[config.mk]
export PLATFORM = sky130hd
export DESIGN_NAME = ov7642_capture_ctrl_flat
export DESIGN_NICKNAME = d
export VERILOG_FILES = /design/src/rtl/ov7642_capture_ctrl_if.sv /design/src/rtl/ov7642_capture_ctrl.sv /design/src/flat_wrapper.sv
export SDC_FILE = /design/constraint.sdc
export NUM_CORES = 1
export LEC_CHECK = 0
export ABC_AREA = 1
export CORE_MARGIN = 5
export CORE_UTILIZATION = 60
export CTS_CLUSTER_SIZE = 16
export DETAILED_ROUTE_END_ITERATION = 6
export DONT_BUFFER_PORTS = 1
export PLACE_DENSITY = 0.77
export SLEW_MARGIN = 15
export SYNTH_ARGS = -nofsm -noshare
export SYNTH_HDL_FRONTEND = slang
export SYNTH_SLANG_ARGS = --single-unit
[constraint.sdc]
create_clock -name pclk -period 3.01 [get_ports pclk]
set_input_delay 0.7525 -clock pclk [delete_from_list [all_inputs] [get_ports pclk]]
set_output_delay 0.7525 -clock pclk [all_outputs]
set_load 0.02 [all_outputs]
[src/rtl/ov7642_capture_ctrl_if.sv]
// Camera, control and frame-buffer signals of the OV7642 capture controller.
interface ov7642_capture_ctrl_if #(
  parameter int unsigned ADDR_W = 19
) ();
  logic              vsync;
  logic              href;
  logic [7:0]        data;
  logic              start;
  logic              abort;
  logic              wr_en;
  logic [ADDR_W-1:0] wr_addr;
  logic [7:0]        wr_data;
  logic              busy;
  logic              done;
  logic              err_line;
  logic              err_frame;

  // Camera/host side: drives sensor stream and control, observes buffer writes.
  modport master (
    output vsync, href, data, start, abort,
    input  wr_en, wr_addr, wr_data, busy, done, err_line, err_frame
  );

  // Capture controller side.
  modport slave (
    input  vsync, href, data, start, abort,
    output wr_en, wr_addr, wr_data, busy, done, err_line, err_frame
  );
endinterface

[src/rtl/ov7642_capture_ctrl.sv]
// Single-frame Y-only capture from an OV7642 byte stream into a frame buffer.
module ov7642_capture_ctrl #(
  parameter int unsigned WIDTH  = 640,
  parameter int unsigned HEIGHT = 480,
  parameter int unsigned ADDR_W = 19
) (
  input  logic                  pclk,
  input  logic                  n_rst,
  ov7642_capture_ctrl_if.slave  bus
);

  localparam int unsigned COL_W = $clog2(WIDTH + 1);
  localparam int unsigned ROW_W = $clog2(HEIGHT + 1);

  // Whole frame must be addressable.
  generate
    if ((longint'(WIDTH) * longint'(HEIGHT)) > (longint'(1) << ADDR_W)) begin : g_addr_check
      $error("ov7642_capture_ctrl: WIDTH*HEIGHT-1 does not fit ADDR_W");
    end
  endgenerate

  typedef enum logic [2:0] {
    IDLE    = 3'd0,
    ARM     = 3'd1,
    SYNC    = 3'd2,
    CAPTURE = 3'd3,
    FINISH  = 3'd4
  } state_t;

  state_t             state_q, state_d;
  logic               vsync_q, vsync_d, vsync_prev_q, vsync_prev_d;
  logic               href_q, href_d, href_prev_q, href_prev_d;
  logic [7:0]         data_q, data_d;
  logic [ROW_W-1:0]   row_q, row_d;
  logic [COL_W-1:0]   col_q, col_d;
  logic               phase_q, phase_d;
  logic [ADDR_W-1:0]  base_q, base_d;
  logic               wr_en_q, wr_en_d;
  logic [ADDR_W-1:0]  wr_addr_q, wr_addr_d;
  logic [7:0]         wr_data_q, wr_data_d;
  logic               busy_q, busy_d;
  logic               done_q, done_d;
  logic               err_line_q, err_line_d;
  logic               err_frame_q, err_frame_d;

  logic vsync_rise_c;
  logic href_fall_c;

  assign vsync_rise_c = vsync_q & ~vsync_prev_q;
  assign href_fall_c  = ~href_q & href_prev_q;

  // State, input stage and output registers.
  always_ff @(posedge pclk or negedge n_rst) begin
    if (!n_rst) begin
      state_q      <= IDLE;
      vsync_q      <= 1'b0;
      vsync_prev_q <= 1'b0;
      href_q       <= 1'b0;
      href_prev_q  <= 1'b0;
      data_q       <= 8'd0;
      row_q        <= '0;
      col_q        <= '0;
      phase_q      <= 1'b0;
      base_q       <= '0;
      wr_en_q      <= 1'b0;
      wr_addr_q    <= '0;
      wr_data_q    <= 8'd0;
      busy_q       <= 1'b0;
      done_q       <= 1'b0;
      err_line_q   <= 1'b0;
      err_frame_q  <= 1'b0;
    end else begin
      state_q      <= state_d;
      vsync_q      <= vsync_d;
      vsync_prev_q <= vsync_prev_d;
      href_q       <= href_d;
      href_prev_q  <= href_prev_d;
      data_q       <= data_d;
      row_q        <= row_d;
      col_q        <= col_d;
      phase_q      <= phase_d;
      base_q       <= base_d;
      wr_en_q      <= wr_en_d;
      wr_addr_q    <= wr_addr_d;
      wr_data_q    <= wr_data_d;
      busy_q       <= busy_d;
      done_q       <= done_d;
      err_line_q   <= err_line_d;
      err_frame_q  <= err_frame_d;
    end
  end

  // Next-state, pixel counting and write generation.
  always_comb begin
    state_d      = state_q;
    vsync_d      = bus.vsync;
    href_d       = bus.href;
    data_d       = bus.data;
    vsync_prev_d = vsync_q;
    href_prev_d  = href_q;
    row_d        = row_q;
    col_d        = col_q;
    phase_d      = phase_q;
    base_d       = base_q;
    wr_en_d      = 1'b0;
    wr_addr_d    = wr_addr_q;
    wr_data_d    = wr_data_q;
    err_line_d   = err_line_q;
    err_frame_d  = err_frame_q;

    case (state_q)
      IDLE: begin
        if (bus.start) begin
          state_d     = ARM;
          err_line_d  = 1'b0;
          err_frame_d = 1'b0;
        end
      end
      ARM: begin
        if (bus.abort)         state_d = IDLE;
        else if (vsync_rise_c) state_d = SYNC;
      end
      SYNC: begin
        if (bus.abort) begin
          state_d = IDLE;
        end else if (!vsync_q) begin
          state_d = CAPTURE;
          row_d   = '0;
          col_d   = '0;
          phase_d = 1'b0;
          base_d  = '0;
        end
      end
      CAPTURE: begin
        if (bus.abort) begin
          state_d = IDLE;
        end else begin
          // Phase is held at Y while href is low, so each line starts on a Y byte.
          phase_d = href_q ? ~phase_q : 1'b0;
          if (href_q && !phase_q && !vsync_rise_c) begin
            if (col_q < COL_W'(WIDTH)) begin
              wr_en_d   = 1'b1;
              wr_data_d = data_q;
              wr_addr_d = base_q + ADDR_W'(col_q);
              col_d     = col_q + COL_W'(1);
            end else begin
              err_line_d = 1'b1;
            end
          end
          // Line completion takes priority over a coincident frame sync.
          if (href_fall_c) begin
            if (col_q != COL_W'(WIDTH)) err_line_d = 1'b1;
            row_d  = row_q + ROW_W'(1);
            col_d  = '0;
            base_d = base_q + ADDR_W'(WIDTH);
            if (row_q == ROW_W'(HEIGHT - 1)) begin
              state_d = FINISH;
            end else if (vsync_rise_c) begin
              err_frame_d = 1'b1;
              state_d     = FINISH;
            end
          end else if (vsync_rise_c) begin
            err_frame_d = 1'b1;
            state_d     = FINISH;
          end
        end
      end
      FINISH: begin
        state_d = IDLE;
      end
      default: begin
        state_d = IDLE;
      end
    endcase

    busy_d = (state_d != IDLE);
    done_d = (state_d == FINISH);
  end

  assign bus.wr_en     = wr_en_q;
  assign bus.wr_addr   = wr_addr_q;
  assign bus.wr_data   = wr_data_q;
  assign bus.busy      = busy_q;
  assign bus.done      = done_q;
  assign bus.err_line  = err_line_q;
  assign bus.err_frame = err_frame_q;

endmodule

[src/flat_wrapper.sv]
// flat-port wrapper written by rule: the top's interface ports become plain ports
module ov7642_capture_ctrl_flat 
#(
  parameter int unsigned WIDTH  = 640,
  parameter int unsigned HEIGHT = 480,
  parameter int unsigned ADDR_W = 19
)
  (pclk, n_rst, bus_vsync, bus_href, bus_data, bus_start, bus_abort, bus_wr_en, bus_wr_addr, bus_wr_data, bus_busy, bus_done, bus_err_line, bus_err_frame);
  ov7642_capture_ctrl_if #(.ADDR_W(ADDR_W)) bus_i ();
  input  logic pclk;
  input  logic n_rst;
  input wire logic [$bits(bus_i.vsync)-1:0] bus_vsync;
  input wire logic [$bits(bus_i.href)-1:0] bus_href;
  input wire logic [$bits(bus_i.data)-1:0] bus_data;
  input wire logic [$bits(bus_i.start)-1:0] bus_start;
  input wire logic [$bits(bus_i.abort)-1:0] bus_abort;
  output wire logic [$bits(bus_i.wr_en)-1:0] bus_wr_en;
  output wire logic [$bits(bus_i.wr_addr)-1:0] bus_wr_addr;
  output wire logic [$bits(bus_i.wr_data)-1:0] bus_wr_data;
  output wire logic [$bits(bus_i.busy)-1:0] bus_busy;
  output wire logic [$bits(bus_i.done)-1:0] bus_done;
  output wire logic [$bits(bus_i.err_line)-1:0] bus_err_line;
  output wire logic [$bits(bus_i.err_frame)-1:0] bus_err_frame;
  assign bus_i.vsync = bus_vsync;
  assign bus_i.href = bus_href;
  assign bus_i.data = bus_data;
  assign bus_i.start = bus_start;
  assign bus_i.abort = bus_abort;
  assign bus_wr_en = bus_i.wr_en;
  assign bus_wr_addr = bus_i.wr_addr;
  assign bus_wr_data = bus_i.wr_data;
  assign bus_busy = bus_i.busy;
  assign bus_done = bus_i.done;
  assign bus_err_line = bus_i.err_line;
  assign bus_err_frame = bus_i.err_frame;
  ov7642_capture_ctrl #(.WIDTH(WIDTH), .HEIGHT(HEIGHT), .ADDR_W(ADDR_W)) u_core (.pclk(pclk), .n_rst(n_rst), .bus(bus_i));
endmodule
==> impl_metrics.env <==
export IMPL_synth_seq_cells=79
export IMPL_cts_inserted_buffers=9
export IMPL_tightest_slew_ns=0.530
export IMPL_finalWorstSetupSlack_ns=1.14
export IMPL_yosysWarnings=0
export IMPL_clock_sinks=79
export IMPL_grt_pass1_vias=3272
export IMPL_clock_skew_ns=0.0123
export IMPL_die_area_um2=8580
export IMPL_track_usage_pct=21.3
export IMPL_ios=46
export IMPL_syn_area_per_cell_um2=7.87
export IMPL_status="complete, no violations"
export IMPL_setup_viol=0
export IMPL_async_flop_share_pct=100
export IMPL_dp_slack_ns=1.06
export IMPL_p_per_area_nw_per_um2=761
export IMPL_htree_levels=3
export IMPL_drive_above_1_share_pct=7.03
export IMPL_cts_tree="built"
export IMPL_critical_path_class="register to register"
export IMPL_num_fill_cells=559
export IMPL_via_per_inst=5.63
export IMPL_min_path_type="input pin to async pin"
export IMPL_synthesis_area_um2=4100
export IMPL_worstPathArrival_ns=2.09
export IMPL_overflow=0
export IMPL_yosys_most_used_dff="dfrtp_1"
export IMPL_antennaDiodeCount=0
export IMPL_fmax_mhz=536
export IMPL_drv_slew=0
export IMPL_leakage_nw=2.22
export IMPL_swShare_pct=36.4
export IMPL_r2r_setup_slack_ns=1.14
export IMPL_hold_violations=0
export IMPL_gp_congestion=0.930
export IMPL_dp_hpwl_mm=6.08
export IMPL_netlist_instances=521
export IMPL_nets=543
export IMPL_final_util_pct=65.0
export IMPL_vias=3413
export IMPL_setup_tns_ns=0
export IMPL_clk_latency_ns=0.34
export IMPL_hold_buffers=0
export IMPL_start_util_pct=61.0
export IMPL_rsz0062_at_grt="false"
export IMPL_critPathMaxFanout=36
export IMPL_max_cap_violations=0
export IMPL_layout_area_overhead_vs_synth_pct=6.56
export IMPL_seq_power_share_pct=50.6
export IMPL_grt_max_degree=80
export IMPL_setup_worst_path_start_class="register"
export IMPL_synth_edf_count=0
export IMPL_power_switching_mw=1.21
export IMPL_ys_seq_area_share_pct=48.2
export IMPL_postCtsSetupBuffers=0
export IMPL_critPathCaptureType="register"
export IMPL_num_rows=30
export IMPL_cts_root_buffer="clkbuf_8"
export IMPL_clockBufferDepth=2
export IMPL_critical_path_required_ns=3.24
export IMPL_drc=0
export IMPL_antenna_found_initial=0
export IMPL_ctsResizeCount=0
export IMPL_port_buffers=0
export IMPL_internal_power_mw=2.11
export IMPL_slew_headroom_pct=64.6
export IMPL_period_minus_slack_ns=1.87
export IMPL_p_comb_share_pct=20.2
export IMPL_synth_cell_types=31
export IMPL_fp_coreArea_um2=6720
export IMPL_finalCritPeriodShare_pct=62.0
export IMPL_ir_worst_vdd_v=0.000431
export IMPL_die_h_um=92.6
export IMPL_wl_mm=8.61
export IMPL_ant_nets=0
export IMPL_chipWidth_um=92.6
export IMPL_power_frac_clock_pct=29.2
export IMPL_whs_ns=0.0955
export IMPL_final_cell_mix="nand2_1, dfrtp_1, inv_1"
export IMPL_grt_pass1_wl_mm=14.8
export IMPL_final_common_cell="nand2_1"
export IMPL_syn_nets=543
export IMPL_first_pass_iters=6
export IMPL_path_clk_slew_ns=0.09
export IMPL_wire_per_inst_um=14.2
export IMPL_drt_iter0_markers=258
==> kinds of logic (layout without fill, tap and decap cells) <==
group / count (synthesis) / after routing / share of synthesized area, %
xor gates and xnor gates: 6 / 6 / 1.28
AOI/OAI and AO/OA: 50 / 50 / 6.53
other: 1 / 1 / 0.0915
adders and majority gates: 8 / 8 / 2.44
DFF: 79 / 79 / 48.2
buffers and inverters: 71 / 76 / 7.66
and+or+nand+nor: 306 / 306 / 33.7
==> stage by stage <==
| step | area [µm²] | cells | total power, mW |
|---|---|---|---|
| floorplan | 4100 | 521 | 2.18 |
| global placement | 4110 | 590 | 2.33 |
| detailed placement | 4110 | 590 | 2.36 |
| CTS | 4370 | 606 | 3.34 |
| finish | 4370 | 606 | 3.32 |
| global route | 4370 | 606 | 3.54 |
==> cell usage after synthesis, types with 5 or more instances <==
master,instances,share of area [%]
dfrtp_1,79,48
o21ai_0,29,3.5
a21oi_1,7,0.85
nand3_1,51,6.2
o21ai_1,8,0.98
nand4_1,24,3.7
ha_1,8,2.4
nor2_1,37,3.4
buf_2,5,0.61
nand2_1,170,16
inv_1,55,5.0
nor3_1,9,1.1
==> per-layer routing <==
layer,vias to the layer above,track usage [%],part of all wire [%]
li1,1685,-,-
met1,1604,27.6,46
met2,108,33.4,46
met3,16,5.04,6.4
met4,0,10.9,2.3
met5,-,0,0
==> worst max-delay path, stage by stage, from the launching register on <==
cell	delay, ns
dfrtp_1	0.45
o21ai_1	0.13
inv_1	0.10
nor2_2	0.06
nand2_4	0.29
clkinv_2	0.40
nand3_1	0.22
nand2_1	0.08
==> area by class of cell <==
cell class	count	area [µm²]	share of cell area, %
clock buffer	10	138	3.15
sequential	79	1980	45.3
inverter	60	229	5.24
tap	80	100	2.29
clock inverter	6	116	2.66
multi-input combinational	371	1810	41.4
==> state kept, by name, indices dropped and copies added (netlist names) <==
register              flops
u_core.bus.wr_data        8
u_core.bus.busy           1
u_core.bus.err_line       1
u_core.phase_q            1
u_core.vsync_prev_d       1
u_core.state_q            3
u_core.row_q              9
u_core.bus.err_frame      1
u_core.base_q            12
u_core.bus.done           1
u_core.bus.wr_addr       19
u_core.href_prev_q        1
u_core.href_prev_d        1
u_core.data_q             8
u_core.bus.wr_en          1
u_core.col_q             10
u_core.vsync_prev_q       1
==> worst paths after layout <==
path | from | depth (start not counted) | end
max | u_core.col_q[9] | 7 | u_core.bus.wr_addr[17]
max in group asynchronous | n_rst | 0 | u_core.bus.err_frame
min in group pclk | bus_vsync | 0 | u_core.vsync_prev_d
min | n_rst | 0 | u_core.bus.done
min reg2reg | u_core.href_prev_d | 0 | u_core.href_prev_q
max reg2reg | u_core.col_q[9] | 7 | u_core.bus.wr_addr[17]
==> power by group through the flow <==
stage                     Combinational (mW)  Clock (mW)  Sequential [mW]
after floorplan                        0.558           0             1.62
after global placement                 0.640           0             1.69
after detailed placement               0.663           0             1.70
after CTS                              0.668       0.991             1.68
after global routing                   0.782        1.04             1.72
final                                  0.670       0.971             1.68
(Power assumes the default switching activity.)
